==> src/rtl/hack_pkg.sv <==
// Shared definitions for the Hack-style CPU pipeline.
//   - Bit positions of the C-instruction fields.
//   - Indices of the {A,D,M} destination bits.
//   - The default NOP comp code (ALU constant 0).
//   - ctrl_t: the decoded-control word passed from decode to execute.
package hack_pkg;

    // C-instruction field positions
    localparam int COMP_LSB = 6;
    localparam int DEST_LSB = 3;
    localparam int JUMP_LSB = 0;
    localparam int A_BIT    = 12;

    // dest bit indices inside the 3-bit dest field
    localparam int DEST_A = 2;
    localparam int DEST_D = 1;
    localparam int DEST_M = 0;

    // ALU comp code that produces the constant 0
    localparam logic [5:0] NOP_COMP_DEF = 6'b101010;

    // Decoded control word shared with the execute stage
    typedef struct packed {
        logic       is_c;     // 1 = C-instruction
        logic       a_bit;    // ALU y operand: 0 = A, 1 = M
        logic [5:0] comp;     // ALU comp field
        logic [2:0] dest;     // {A,D,M} write enables
        logic [2:0] jump;     // jump condition
        logic [1:0] ext;      // extension opcode
        logic       load_a;   // A-register load enable
        logic       a_src;    // 0 = immediate, 1 = ALU result
        logic       illegal;  // beat is illegal, fields forced to NOP
    } ctrl_t;

endpackage

==> src/rtl/hack_decode_comb.sv <==
// Pure combinational Hack instruction decoder.
// Ports:
//   i_instr  in  IW      raw instruction (MSB: 0 = A, 1 = C)
//   o_ctrl   out ctrl_t  decoded control fields
//   o_imm    out IW      zero-extended i_instr[IW-2:0]
module hack_decode_comb
    import hack_pkg::*;
#(
    parameter int         IW       = 16,
    parameter int         EXT_EN   = 0,
    parameter logic [5:0] NOP_COMP = NOP_COMP_DEF
) (
    input  logic [IW-1:0] i_instr,
    output ctrl_t         o_ctrl,
    output logic [IW-1:0] o_imm
);

    logic [1:0] w_op;

    assign w_op  = i_instr[IW-2:IW-3];
    assign o_imm = {1'b0, i_instr[IW-2:0]};

    always_comb begin
        // NOTE: every output of this block gets a default first, so no path
        // through the if-chain can leave it unassigned and infer a latch.
        o_ctrl         = '0;
        o_ctrl.comp    = NOP_COMP;
        o_ctrl.load_a  = 1'b1;   // A-instruction: load immediate into A
        o_ctrl.a_src   = 1'b0;

        if (i_instr[IW-1]) begin
            o_ctrl.is_c   = 1'b1;
            o_ctrl.a_bit  = i_instr[A_BIT];
            o_ctrl.comp   = i_instr[COMP_LSB +: 6];
            o_ctrl.dest   = i_instr[DEST_LSB +: 3];
            o_ctrl.jump   = i_instr[JUMP_LSB +: 3];
            o_ctrl.load_a = i_instr[DEST_LSB + DEST_A];
            o_ctrl.a_src  = 1'b1;

            if (EXT_EN != 0) begin
                o_ctrl.ext = w_op;
            end else if (w_op != 2'b11) begin
                // Without extensions the two spare bits must be 11; anything
                // else becomes a NOP that writes nothing and never jumps.
                o_ctrl.illegal = 1'b1;
                o_ctrl.comp    = NOP_COMP;
                o_ctrl.dest    = 3'b000;
                o_ctrl.jump    = 3'b000;
                o_ctrl.load_a  = 1'b0;
            end
        end
    end

endmodule

==> src/rtl/hack_decode_stage.sv <==
// Registered Hack instruction-decode stage with a 2-entry skid buffer.
// Ports:
//   clk, rst_n            clock (rising edge), async active-low reset
//   flush                 synchronous flush: drops everything in flight
//   in_valid/in_ready     fetch-side handshake; in_ready = ~skid_valid
//   in_instr [IW]         instruction from fetch
//   out_valid/out_ready   execute-side handshake
//   out_is_c .. out_illegal  decoded fields of the beat in the out stage
//   out_imm [IW]          zero-extended immediate, driven for every beat
//   ill_count [CNT_W]     saturating count of accepted illegal beats
module hack_decode_stage
    import hack_pkg::*;
#(
    parameter int         IW       = 16,
    parameter int         EXT_EN   = 0,
    parameter logic [5:0] NOP_COMP = NOP_COMP_DEF,
    parameter int         CNT_W    = 8
) (
    input  logic             clk,
    input  logic             rst_n,
    input  logic             flush,
    input  logic             in_valid,
    output logic             in_ready,
    input  logic [IW-1:0]    in_instr,
    output logic             out_valid,
    input  logic             out_ready,
    output logic             out_is_c,
    output logic             out_a_bit,
    output logic [5:0]       out_comp,
    output logic [2:0]       out_dest,
    output logic [2:0]       out_jump,
    output logic [1:0]       out_ext,
    output logic             out_load_a,
    output logic             out_a_src,
    output logic [IW-1:0]    out_imm,
    output logic             out_illegal,
    output logic [CNT_W-1:0] ill_count
);

    localparam logic [CNT_W-1:0] CNT_MAX = '1;

    ctrl_t          w_dec;
    logic [IW-1:0]  w_imm;
    logic           w_accept;
    logic           w_out_free;

    ctrl_t          r_out_ctrl;
    logic [IW-1:0]  r_out_imm;
    logic           r_out_valid;
    ctrl_t          r_skid_ctrl;
    logic [IW-1:0]  r_skid_imm;
    logic           r_skid_valid;
    logic [CNT_W-1:0] r_ill_count;

    hack_decode_comb #(
        .IW       (IW),
        .EXT_EN   (EXT_EN),
        .NOP_COMP (NOP_COMP)
    ) u_decode (
        .i_instr (in_instr),
        .o_ctrl  (w_dec),
        .o_imm   (w_imm)
    );

    // in_ready depends only on registered state, never on out_ready.
    assign in_ready   = ~r_skid_valid;
    assign w_accept   = in_valid & ~r_skid_valid;
    // The out stage can take a new beat when empty or being consumed.
    assign w_out_free = ~r_out_valid | out_ready;

    always_ff @(posedge clk or negedge rst_n) begin
        if (!rst_n) begin
            // NOTE: payload registers are reset along with the valid bits so
            // every out_* field reads 0 after reset, not only out_valid.
            r_out_valid  <= 1'b0;
            r_out_ctrl   <= '0;
            r_out_imm    <= '0;
            r_skid_valid <= 1'b0;
            r_skid_ctrl  <= '0;
            r_skid_imm   <= '0;
        end else if (flush) begin
            r_out_valid  <= 1'b0;
            r_skid_valid <= 1'b0;
        end else if (w_out_free) begin
            if (r_skid_valid) begin
                // Skid holds the older beat; in_ready is low so no accept.
                // NOTE: non-blocking assignments let this edge read the old
                // skid contents while clearing skid_valid in the same cycle.
                r_out_ctrl   <= r_skid_ctrl;
                r_out_imm    <= r_skid_imm;
                r_out_valid  <= 1'b1;
                r_skid_valid <= 1'b0;
            end else if (w_accept) begin
                r_out_ctrl  <= w_dec;
                r_out_imm   <= w_imm;
                r_out_valid <= 1'b1;
            end else begin
                r_out_valid <= 1'b0;
            end
        end else if (w_accept) begin
            // Out stage full and stalled: park the beat in the skid entry.
            r_skid_ctrl  <= w_dec;
            r_skid_imm   <= w_imm;
            r_skid_valid <= 1'b1;
        end
    end

    always_ff @(posedge clk or negedge rst_n) begin
        if (!rst_n) begin
            r_ill_count <= '0;
        end else if (!flush && w_accept && w_dec.illegal && (r_ill_count != CNT_MAX)) begin
            r_ill_count <= r_ill_count + 1'b1;
        end
    end

    assign out_valid   = r_out_valid;
    assign out_is_c    = r_out_ctrl.is_c;
    assign out_a_bit   = r_out_ctrl.a_bit;
    assign out_comp    = r_out_ctrl.comp;
    assign out_dest    = r_out_ctrl.dest;
    assign out_jump    = r_out_ctrl.jump;
    assign out_ext     = r_out_ctrl.ext;
    assign out_load_a  = r_out_ctrl.load_a;
    assign out_a_src   = r_out_ctrl.a_src;
    assign out_imm     = r_out_imm;
    assign out_illegal = r_out_ctrl.illegal;
    assign ill_count   = r_ill_count;

endmodule

==> config.mk <==
export PLATFORM = sky130hd
export DESIGN_NAME = hack_decode_stage
export DESIGN_NICKNAME = d
export VERILOG_FILES = /design/src/rtl/hack_pkg.sv /design/src/rtl/hack_decode_comb.sv /design/src/rtl/hack_decode_stage.sv
export SDC_FILE = /design/constraint.sdc
export NUM_CORES = 1
export LEC_CHECK = 0
export ABC_AREA = 1
export CAP_MARGIN = 20
export CORE_MARGIN = 2
export CORE_UTILIZATION = 45
export CTS_CLUSTER_SIZE = 16
export DETAILED_ROUTE_END_ITERATION = 7
export PLACE_DENSITY = 0.7
export SKIP_LAST_GASP = 1
export SYNTH_ARGS = -nofsm -noshare
export SYNTH_HDL_FRONTEND = slang
export SYNTH_SLANG_ARGS = --single-unit
export TNS_END_PERCENT = 10
==> constraint.sdc <==
create_clock -name clk -period 1.2 [get_ports clk]
set_clock_uncertainty 0.05 [all_clocks]
set_input_delay 0.24 -clock clk [delete_from_list [all_inputs] [get_ports clk]]
set_output_delay 0.24 -clock clk [all_outputs]
set_load 0.02 [all_outputs]
==> results by group <==
Global route
  – Vias in the first global route: 2987
  – Initial antenna violation count: 0
  – First-pass GRT wire length: 14100 microns
  – GRT Resource Usage Total: 0.217
  – Met2 Use GR: 0.338
  – GRT overflow: 0
  – Largest net degree at the start of global routing: 73
  – Met1 Resource Use GR: 0.295
  – Met3 Use GR: 0.0309
  – Layer with the highest usage: met2

Cells and area
  – Layout cells sized above 1: 0.197
  – Area growth from synthesis to layout: 41.4%
  – Multi-input gate area: 0.00139 sq mm
  – N_diodes: 0
  – Nets@finish: 544
  – Filler Cells Inserted: 623
  – Finished Cell Area: 0.00475 sq mm
  – Register area: 0.00181 sq mm

STA
  – RSZ-0062 raised after global routing: yes
  – Post-route minimum period: 1.35 ns
  – Final setup margin: -0.147 ns
  – Hold Vio Cnt, Final: 0
  – Final setup viols: 107
  – Final max-slew violation count: 0
  – Fin crit share: 1.12
  – Achievable Freq: 743 MHz

Yosys
  – Asr flop ratio synth: 1.00
  – Most used DFF post-synth: dfrtp_1
  – Post-synthesis sequential area ratio: 0.537
  – Number of flops mapped to enable cells by yosys: 0
  – Area fraction of the dominant cell type after synthesis: 0.537
  – Mapped Area: 0.00336 sq mm
  – Cells after synthesis: 421
  – Most frequent cell after synthesis: nand2_1
  – Syn. warnings: 0
  – Syn Area/Cell: 7.97 sq um
  – Commonest cells post-synth: nand2_1, dfrtp_1, nor2_1
  – Largest cells by area after synthesis: dfrtp_1, nand2_1, o21ai_0, nor2_1, o211ai_1
  – Leading area contributor after synthesis: dfrtp_1
  – Register bit total from synthesis: 72
  – Netlist cell types: 25

Die
  – Chip height: 90.4 microns
  – Die width: 90.4 microns
  – Die ar.: 0.00817 sq mm
  – # rows: 31
  – Initial Util: 0.463
  – Core area: 0.00725 sq mm
  – I/O pin cnt: 66

Placement
  – DP Area: 0.00441 sq mm
  – Routability cong.: 0.840
  – Pre-CTS setup slack: -0.572 ns
  – DP Wirelength: 5580 microns
  – Input/output buffers: 62

Worst setup path
  – CP bufs+invs: 1
  – Slowest cell on crit path: dfrtp_1
  – Reg2reg path depth: 8
  – Worst Path Required: 0.91 ns
  – CP Capture Type: output pin
  – Worst path top cell family by delay: flip-flops
  – Critical path depth: 1
  – CP max stage delay: 0.38 ns
  – WS Path Type: register to output pin
  – Crit path DAT: 1.06 ns
  – CP startpoint kind: register
  – CP Max Fanout: 2
  – Crit path cell chain: dlygate4sd2_1
  – Reg-to-reg slack, setup: -0.14 ns

Power
  – Total power: 6.95 mW
  – Peak VDD IR: 0.838 mV
  – Static leakage: 2.55 nW
  – Power Density: 1460 mW/mm^2

Clock network
  – Cts bufs inserted: 9
  – TritonCTS sink count: 72
  – Clock Tree Root: clkbuf_8
  – CTS tree: built
  – Worst-path clk slew: 0.08 ns
  – Max clock buf depth: 2
  – H-tree depth: 3
  – Skew-Pair Late Insertion Delay: 0.35 ns

Route
  – Via count: 3058
  – Initial DRC count: 160
  – Post-route DRC: 0
  – Routed Antenna Nets: 0
  – Drt wl/cell: 13.7 microns
  – Final WL: 8590 microns
  – Vias per cell: 4.88
  – TritonRoute pass-1 iters: 4

Run status
  – Violated checks: negative setup slack
  – Status: finished with violations

Min path
  – Worst hold path class: primary input to async pin

Flow run
  – Max_cap viols: 0
cell type report:
cell class              instances  share of cell area
clock buffers                  10              0.0290
clock inverters                 6              0.0174
inverters                      30              0.0242
multi-input cells             297               0.293
flip-flops and latches         72               0.380
well taps                      99              0.0261
repair buffers                112               0.230
placed cells by master (no fill, tap or decap), types with 4 or more instances in the layout:
cell type / n
nor2_4: 6
clkbuf_8: 10
nand2_1: 175
o21ai_0: 16
buf_2: 4
buf_12: 7
dlygate4sd2_1: 20
o21ai_1: 21
o211ai_1: 16
nand3_1: 8
dfrtp_1: 69
buf_4: 38
nor2_1: 31
clkdlybuf4s50_1: 19
buf_6: 10
inv_1: 26
nor2_2: 4
clkdlybuf4s15_1: 11
registers in the layout, indices dropped and copies added, names as in the netlist:
register,count
r_skid_imm,15
out_illegal,1
out_load_a,1
out_valid,1
r_skid_valid,1
out_jump,3
out_dest,3
ill_count,8
out_comp,6
out_is_c,1
out_imm,15
out_a_bit,1
r_skid_ctrl,16
metrics by stage:
step                      instances  hold WS [ns]   util  setup TNS [ns]
after floorplan                 423        -0.106      -           -1.60
after global placement          603         0.255  0.608          -29.84
after detailed placement        603         0.251  0.608          -31.83
after CTS                       623         0.413  0.642           -9.22
after global routing            626         0.441  0.655          -14.90
final                           626         0.383  0.655           -8.83
kinds of logic (layout without fill, tap and decap cells):
logic type                 Yosys count  after routing  synth area share
buffers and inverters               54            158            0.0783
other                                1              3           0.00112
xor gates and xnor gates             3              3           0.00783
adders and majority gates            1              1           0.00373
AOI/OAI and AO/OA                   56             56            0.0962
and+or+nand+nor                    234            234             0.276
DFF                                 72             72             0.537
routing by layer:
metal	share of wire	vias up
met3	0.061	15
met1	0.44	1430
met5	0	-
li1	-	1515
met2	0.47	98
met4	0.024	0
final timing paths:
| check | startpoint | endpoint |
|---|---|---|
| hold / removal | rst_n | out_imm[5] |
| max in group asynchronous | rst_n | ill_count[1] |
| hold reg to reg | out_a_bit | out_a_bit |
| setup / recovery | out_jump[1] | out_jump[1] |
| setup reg to reg | r_skid_valid | out_imm[2] |
| min in group clk | out_a_bit | out_a_bit |
what timing repair did:
item                                   CTS  global route
gates cloned                             0             2
pin swaps                                2             6
buffers inserted                         3             1
endpoints found under the hold margin   72             0
gates resized for setup                108            11
hold buffers                             1             0
setup endpoints to repair              112           112
where the power goes:
group / switching, mW / total (mW) / internal (mW)
clock: 0.913 / 2.13 / 1.22
combinational: 0.930 / 1.73 / 0.804
sequential: 0.251 / 3.08 / 2.83
total: 2.10 / 6.95 / 4.85
Note: power is estimated with default switching activity, not from simulation.
